[src/rtl/mux_rr_arbiter.sv]
// mux_rr_arbiter: round-robin 8:1 mux arbiter with bounded grants, one idle cycle between owners
module mux_rr_arbiter #(
  parameter int HOLD_MAX = 8
) (
  input  logic       clk,
  input  logic       rst,
  input  logic [7:0] req,
  input  logic       done,
  output logic [2:0] x,
  output logic       EN,
  output logic [7:0] gnt,
  output logic [2:0] last
);
  typedef enum logic {IDLE, GRANT} state_t;
  state_t state, state_n;
  logic [2:0] x_n, last_n, pick, idx;
  logic [3:0] cnt, cnt_n;
  logic rel;
  // descending scan so the requester closest after last wins
  always_comb begin
    pick = x;
    idx = '0;
    for (int k = 7; k >= 0; k--) begin
      idx = last + 3'(k + 1);
      pick = req[idx] ? idx : pick;
    end
  end
  assign rel = done | ~req[x] | (cnt == 4'(HOLD_MAX - 1));
  always_comb begin
    state_n = state;
    x_n = x;
    last_n = last;
    cnt_n = cnt;
    if (state == IDLE) begin
      if (|req) begin
        state_n = GRANT;
        x_n = pick;
        cnt_n = '0;
      end
    end else if (rel) begin
      state_n = IDLE;
      last_n = x;
    end else
      cnt_n = cnt + 4'd1;
  end
  always_ff @(posedge clk or posedge rst)
    if (rst) begin
      state <= IDLE;
      x <= '0;
      last <= 3'd7;
      cnt <= '0;
      EN <= 1'b0;
      gnt <= '0;
    end else begin
      state <= state_n;
      x <= x_n;
      last <= last_n;
      cnt <= cnt_n;
      EN <= state_n == GRANT;
      gnt <= (state_n == GRANT) ? 8'h01 << x_n : 8'h00;
    end
endmodule

[config.mk]
export PLATFORM = sky130hd
export DESIGN_NAME = mux_rr_arbiter
export DESIGN_NICKNAME = d
export VERILOG_FILES = /design/src/rtl/mux_rr_arbiter.sv
export SDC_FILE = /design/constraint.sdc
export NUM_CORES = 1
export LEC_CHECK = 0
export BUFFER_PORTS_ARGS = -buffer_cell sky130_fd_sc_hd__buf_2
export CAP_MARGIN = 20
export CORE_UTILIZATION = 34
export DETAILED_ROUTE_END_ITERATION = 10
export GPL_TIMING_DRIVEN = 0
export PLACE_DENSITY = 0.55
export SYNTH_ARGS = -nofsm -noshare
export SYNTH_HDL_FRONTEND = slang
export SYNTH_SLANG_ARGS = --single-unit
[constraint.sdc]
create_clock -name clk -period 4.1 [get_ports clk]
set_input_delay 0.82 -clock clk [delete_from_list [all_inputs] [get_ports clk]]
set_output_delay 0.82 -clock clk [all_outputs]
set_load 0.03 [all_outputs]
# After elaboration in Yosys (flattened, before gate mapping)
# Index checks and enable logic that the tools add are counted.
[totals]
elab_cells = 67
regBits = 19
out_inout_bits = 15
[op_classes]
magnitude_cmp = 9
bitwise_logic = 3
mux = 35
n_addsub = 8
n_shift = 1
n_eq_ne = 2
reduce_logical = 4
[ops]
columns = ["operator", "n"]
rows = [
  ["3-bit by 4-bit less-than comparator with 1-bit output, second input constant", 9],
  ["3-bit two-way mux", 10],
  ["1-bit binary-select mux with 3-bit select", 9],
  ["3-bit adder, second input constant", 4],
  ["1-bit two-way mux", 12],
  ["4-bit two-way mux", 3],
  ["8-bit two-way mux", 1],
  ["8-bit OR reduction", 1],
  ["1-bit by 3-bit << shifter with 8-bit output, first input constant", 1],
  ["3-bit by 2-bit adder with 3-bit output, second input constant", 2],
  ["4-bit by 1-bit adder with 4-bit output, second input constant", 1],
  ["4-bit by 3-bit == test with 1-bit output, second input constant", 1],
  ["2-bit AND reduction", 2],
  ["3-bit by 1-bit adder with 3-bit output, second input constant", 1],
  ["2-bit != test, second input constant", 1],
  ["1-bit OR", 2],
  ["2-bit nonzero test", 1],
  ["1-bit NOT", 1],
]

# Depth between registers and ports, before layout
# Gate-level depths: netlist of the first run.
[logic_depth]
ltp_word = 14
ltp_mapped = 13
depth_no_buf = 10

# Worst setup path before layout of the first run
# Ideal clock, no wire load.
[synth_path]
path_kind = "reg-to-reg"
start = "register last[1]"
end = "register gnt[3]"
n_path_buf = 2
setup_slack_ps = 1000
setup_time_ps = 120
arrival_ps = 2980
stages_incl_launch_ff = 13
path_cell_list = "dfstp_2 > buf_2 > inv_1 > ha_1 > buf_4 > mux4_2 > mux2i_1 > nor2_1 > a311oi_1 > o21ai_1 > a31oi_4 > inv_2 > and3_1"
[synth_via]
elab_chain_len = 14
[synth_rtl]
columns = ["element", "line_no", "source"]
rows = [
  ["start, declared", "12", "output logic [2:0] last"],
  ["start signal, assigned", "57", "last <= last_n;"],
  ["3-bit adder / 1-bit binary-select mux with 3-bit select (equally long branches)", "24, 25", ""],
  ["1-bit binary-select mux with 3-bit select / 1-bit two-way mux (equally long branches)", "25", "pick = req[idx] ? idx : pick;"],
  ["1-bit two-way mux (not written as such) / 3-bit two-way mux (equally long branches)", "25", ""],
  ["3-bit two-way mux (6 in a row)", "25", ""],
  ["3-bit two-way mux *", "25", ""],
  ["3-bit two-way mux *", "35", "if (|req) begin"],
  ["3-bit two-way mux *", "34", "if (state == IDLE) begin"],
  ["via x_n[1]", "16", "logic [2:0] x_n, last_n, pick, idx;"],
  ["1-bit by 3-bit << shifter with 8-bit output *", "60", "gnt <= (state_n == GRANT) ? 8'h01 << x_n : 8'h00;"],
  ["8-bit two-way mux *", "60", ""],
  ["end signal, assigned", "60", ""],
  ["end, declared", "11", "output logic [7:0] gnt,"],
]
# Mark *: on every way through the listed nets, which the timed path passes. The rest lies on a longest branch. The select of a mux whose other input is x is not followed.
# A chain may end at the register's enable or synchronous reset.

# Final worst setup path of the first run
[layout_path]
start = "register last[1]"
end = "register gnt[5]"
# Same word-level chain as after synthesis.

==> results.toml, run 1 <==
[cells_and_area]
layout.cells.non_filler = 294
syn_to_final_growth_pct = 13.3
nFillCells = 599
fin_util_pct = 40.3
layout-drive-gt1-share_pct = 32.9
finalNetCount = 237
antenna_cells = 0

[clocking]
cts-root-buf = "clkbuf_8"
cts_buffers = 3
cts_tree = "done"
postCtsSetupBuffers = 0
clk_path_buf_depth = 2
cts_resized = 0
htreeDepth = 1
path_clk_slew_ns = 0.07
numClockSinks = 19
clock_latency_ns = 0.26
holdBufCountCts = 0

[synth]
synth_mux_area_share_pct = 28.9
synth_edf_count = 0
synth_top_family_by_area = "multiplexers"
ys_seq_area_share_pct = 24.3
synth-compound-area-share_pct = 18.3
synthesis.area_sq_um = 1970
netlist_top_cells_count = "18 x nand2_1, 16 x dfrtp_1, 12 x mux2i_1"
syn_inst = 193
synth_most_common_cell = "nand2_1"
synth_ff_type = "dfrtp_1"
synth_top_area_share_pct = 20.3
ys_seq_elements = 19
yosys.area_share.simple_pct = 15.9
ys_warn_count = 0
synth_fa_ha_area_share_pct = 1.90
synthArstFlopShare_pct = 100
yosysTopAreaCell = "dfrtp_1"
syn_avg_cell_area_sq_um = 10.2
synth_cell_type_count = 58
syn_nets = 207
synth.area.top_cells = "dfrtp_1 20%, mux4_2 11%, mux4_1 6.7%"
synth_xor_area_share_pct = 3.05

[detailed_routing]
wl_per_cell_um = 16.3
vias_per_cell = 5.55
wl_um = 4800
antenna_left = 0
drc = 0
vias = 1632
drtPass1Iterations = 4
drt_iter0_drc = 120

[timing]
fmax_ghz = 0.299
worst_pin_slew_ns = 0.722
rsz0062_at_grt = "false"
slew_headroom_pct = 51.8
finalSetupViolCount = 0
timing.setup.tns_ns = 0
fin_crit_sh_pct = 81.5
slew_viol_final = 0
hold_violations = 0
post-route-min-period_ns = 3.34
finClkSkew_ns = 0.00194

[critical_path]
worstSetupStartpointType = "flip-flop"
worstPathRequired_ns = 4.28
rr_endpoint = "gnt[5]"
max_stage_delay_ns = 0.56
crit_slowest_cell = "dfstp_2"
reg2reg_depth = 12
path_class = "flip-flop to flip-flop"
crit_path_cell_trace = "buf_2 -> inv_1 -> ha_1 -> buf_4 -> buf_6 -> mux4_1 -> mux2i_1 -> o22ai_2 -> o21ai_0 -> nand3_1 -> a21boi_4 -> nor3b_2"
arrival_ns = 3.52
crit_fanout = 10
r2r_start = "last[1]"
path_buf_inv = 4
crit_family = "multiplexers"
endpoint_kind = "flip-flop"
reg2reg_slack_ns = 0.76

[global_route]
grt_max_degree = 20
overflow = 0
antenna_found_initial = 0
grt_usage_pct = 16.7
first_global_vias = 1560
grt_pass1_wl_um = 8020

[floorplan]
num_rows = 27
initial_core_util_pct = 35.6
die_x_um = 78.2
dieArea_sq_um = 6110
placeableCoreArea_sq_um = 5540
pin_count = 26
die_h_um = 78.2

[worst_hold_path]
holdPathStages = 2
hp-class = "flip-flop to flip-flop"
worstHoldEndpoint = "cnt[3]"
min-delay-start = "cnt[3]"

[placement]
dpl.cell_count = 290
portBuffers = 25
dp_hpwl_um = 3550
gp_congestion = 0.886

[outcome]
status = "finished, final reports clean"

[run]
maxCapViolCount = 0
[through the flow]
step                cell area, sq um  hold slack (ns)  setup slack (ns)
global placement                2190            0.523             0.801
global route                    2230            0.588             0.493
detailed placement              2190            0.533             0.789
finish                          2230            0.547             0.759
floorplan                       1970            0.505              1.00
CTS                             2230            0.553             0.776
[how the worst max path moves through the flow]
stage,from,to,slack (ns),cells past startpoint
after floorplan,last[1],gnt[3],1.00,12
after global placement,last[1],gnt[3],0.80,13
after detailed placement,last[1],gnt[5],0.79,12
after CTS,last[1],gnt[5],0.78,12
after global routing,last[1],gnt[5],0.49,12
final,last[1],gnt[5],0.76,12
[cells by family (layout without fill, tap and decap cells)]
| logic type | after synthesis | in the layout |
|---|---|---|
| AO/OA/AOI/OAI | 46 | 46 |
| adder cells (fa/ha/maj) | 3 | 3 |
| XOR/XNOR | 6 | 6 |
| buffers and inverters | 28 | 57 |
| flip-flops | 19 | 19 |
| AND/OR/NAND/NOR | 57 | 57 |
| multiplexers | 34 | 34 |
[state kept, by name (all words and copies together), names as in the netlist]
signal	cells
last	3
cnt	4
gnt	8
state	1
x	3
[metal layers]
layer / vias up / track usage (%) / wire length [um]
li1: 780 / - / -
met1: 794 / 24.0 / 2250
met2: 51 / 26.4 / 2250
met3: 7 / 3.14 / 250
met4: 0 / 3.15 / 42
met5: - / 0 / 0
[final cells by class]
cell class              instances  area, sq um  share of cell area (%)
clock inverters                 1         5.00                   0.224
clock buffers                   3         41.3                    1.85
flip-flops and latches         19          479                    21.5
multi-input cells             146         1340                    60.1
repair buffers                 25          125                    5.60
inverters                      11         41.3                    1.85
well taps                      72         90.1                    4.03
plain buffers                  17          109                    4.87
[placed cells by master, fill, tap and decap left out, types with 4 or more instances in the layout]
master / instances
mux4_1: 5
a2111oi_0: 4
clkbuf_1: 4
mux2i_1: 12
xor2_1: 4
inv_1: 10
nor3_1: 4
o21ai_0: 8
nor2b_1: 6
buf_6: 4
mux2_2: 5
mux4_2: 10
a21o_1: 6
buf_2: 30
dfrtp_1: 16
nand2_1: 18
nor2_1: 10
a21oi_1: 5
[worst reg2reg max path, delay by kind of cell (launching register included)]
family	cells	cell delay (ns)
muxes	2	0.75
buffers and inverters	4	0.71
AOI/OAI and AO/OA	3	0.59
DFF	1	0.56
and+or+nand+nor	2	0.35
adders and majority gates	1	0.31
Power of run 1 is not shown: default switching activity piles up to over one toggle a cycle in this logic, so the estimate is an artifact.
==> inputs of run 2 (changes only) <==
Clock period 4.1 ns to 3.1 ns, I/O delays scaled along.
==> results.toml, run 2 (synthesis results as in run 1) <==
[detailed_routing]
vias_per_cell = 5.50
drtPass1Iterations = 4
wl_um = 5140
drc = 0
drt_iter0_drc = 129
wl_per_cell_um = 16.5
vias = 1712
antenna_left = 0

[cells_and_area]
layout_commonest_cell = "buf_2"
multiInputGateArea_sq_um = 1450
antenna_cells = 0
syn_to_final_growth_pct = 27.6
finalNetCount = 254
nFillCells = 555
regArea_sq_um = 479
reg.largest.list = "gnt x8, cnt x4"
mostFrequentLayoutCells = "28 x buf_2, 18 x nand2_1, 16 x dfrtp_1"
layout-drive-gt1-share_pct = 43.1
regMostFlops = "gnt"
largest_reg_flops = 8
fin_area_sq_um = 2520

[critical_path]
cpMostUsedCell = "buf_8"
arrival_ns = 3.22
crit_slowest_cell = "dfstp_2"
endpoint_kind = "flip-flop"
reg2reg_slack_ns = 0.03
crit_path_cell_trace = "buf_8 -> clkinvlp_4 -> ha_4 -> buf_8 -> buf_8 -> mux4_2 -> a221oi_1 -> a211oi_2 -> a21oi_1 -> o311a_1 -> o21ba_4 -> and3_1"
max_stage_delay_ns = 0.55
path_buf_inv = 4
crit_fanout = 7
worstSetupStartpointType = "flip-flop"
path_class = "flip-flop to flip-flop"
worstPathRequired_ns = 3.25
crit_family = "compound AO/OA/AOI/OAI gates"

[timing]
rsz0062_at_grt = "true"
slew_viol_final = 0
fin_crit_sh_pct = 99.1
timing.setup.tns_ns = 0
slew_headroom_pct = 51.9
post-route-min-period_ns = 3.07
worst_pin_slew_ns = 0.720
finClkSkew_ns = 0.00255
hold_violations = 0
fmax_ghz = 0.326
finalSetupViolCount = 0

[worst_hold_path]
hp-class = "primary input to async pin"

[placement]
portBuffers = 25
dpl_cell_area_sq_um = 2190
gp_congestion = 0.886
dp_hpwl_um = 3550

[clocking]
numClockSinks = 19
holdBufCountCts = 0
clock_latency_ns = 0.26
cts-root-buf = "clkbuf_8"
path_clk_slew_ns = 0.07
clk_path_buf_depth = 2
cts_tree = "done"
htreeDepth = 1
cts_buffers = 3

[global_route]
antenna_found_initial = 0
first_global_vias = 1630
grt_pass1_wl_um = 8400
grt_max_degree = 20
overflow = 0
grt_usage_pct = 17.5

[floorplan]
num_rows = 27
dieArea_sq_um = 6110
initial_core_util_pct = 35.6
pin_count = 26
die_x_um = 78.2
die_h_um = 78.2
placeableCoreArea_sq_um = 5540

[outcome]
status = "finished, final reports clean"

[run]
maxCapViolCount = 0
## run 2: cell types whose count changed in the layout (fill, tap and decap cells not counted), sizes merged
cell      change
clkinvlp      +2
clkbuf        +2
buf          +14
inv           -2
a21boi        +1
## run 2: metrics by stage
step	std cells	worst slack [ns]	hold slack, ns	utilization (%)
after detailed placement	290	-0.211	0.533	39.5
after CTS	301	0.00161	0.497	41.7
final	311	0.0291	0.469	45.4
after global placement	290	-0.199	0.523	39.5
after global routing	311	-0.0652	0.536	45.4
after floorplan	193	0.000299	0.505	-
## run 2: metal layers
metal	vias up	GRT usage [%]	part of all wire, %
li1	819	-	-
met1	840	25.0	45
met2	48	28.2	49
met3	5	3.02	5.0
met4	0	2.78	0.60
met5	-	0	0
## run 2: cell type report
type	count	share of cell area, %
clock buffers	3	1.64
repair buffers	41	10.6
well taps	72	3.58
flip-flops and latches	19	19.0
inverters	11	1.94
plain buffers	17	5.42
multi-input cells	147	57.6
clock inverters	1	0.199
## run 2: what timing repair did
item / 4_1_cts / 5_1_grt
cloned: 1 / 1
endpoints found under the setup margin: 11 / 11
resized for setup: 7 / 21
pin swaps: 5 / 7
buffers inserted: 6 / 9
## run 2: final timing paths
| check | from | end | depth (start not counted) |
|---|---|---|---|
| min in group clk | cnt[3] | cnt[3] | 2 |
| max | last[1] | gnt[1] | 12 |
| min | rst | gnt[6] | 2 |
| max in group asynchronous | rst | cnt[0] | 2 |
| min reg2reg | cnt[3] | cnt[3] | 2 |
| max reg2reg | last[1] | gnt[1] | 12 |
## run 2: worst register-to-register path, stage by stage (launching register included)
cell and delay, ns:
dfstp_2 0.55, buf_8 0.13, clkinvlp_4 0.11, ha_4 0.28, buf_8 0.12, buf_8 0.12
mux4_2 0.36, a221oi_1 0.42, a211oi_2 0.09, a21oi_1 0.14, o311a_1 0.30, o21ba_4 0.20
and3_1 0.17
Power of run 2 is left out for the same reason.
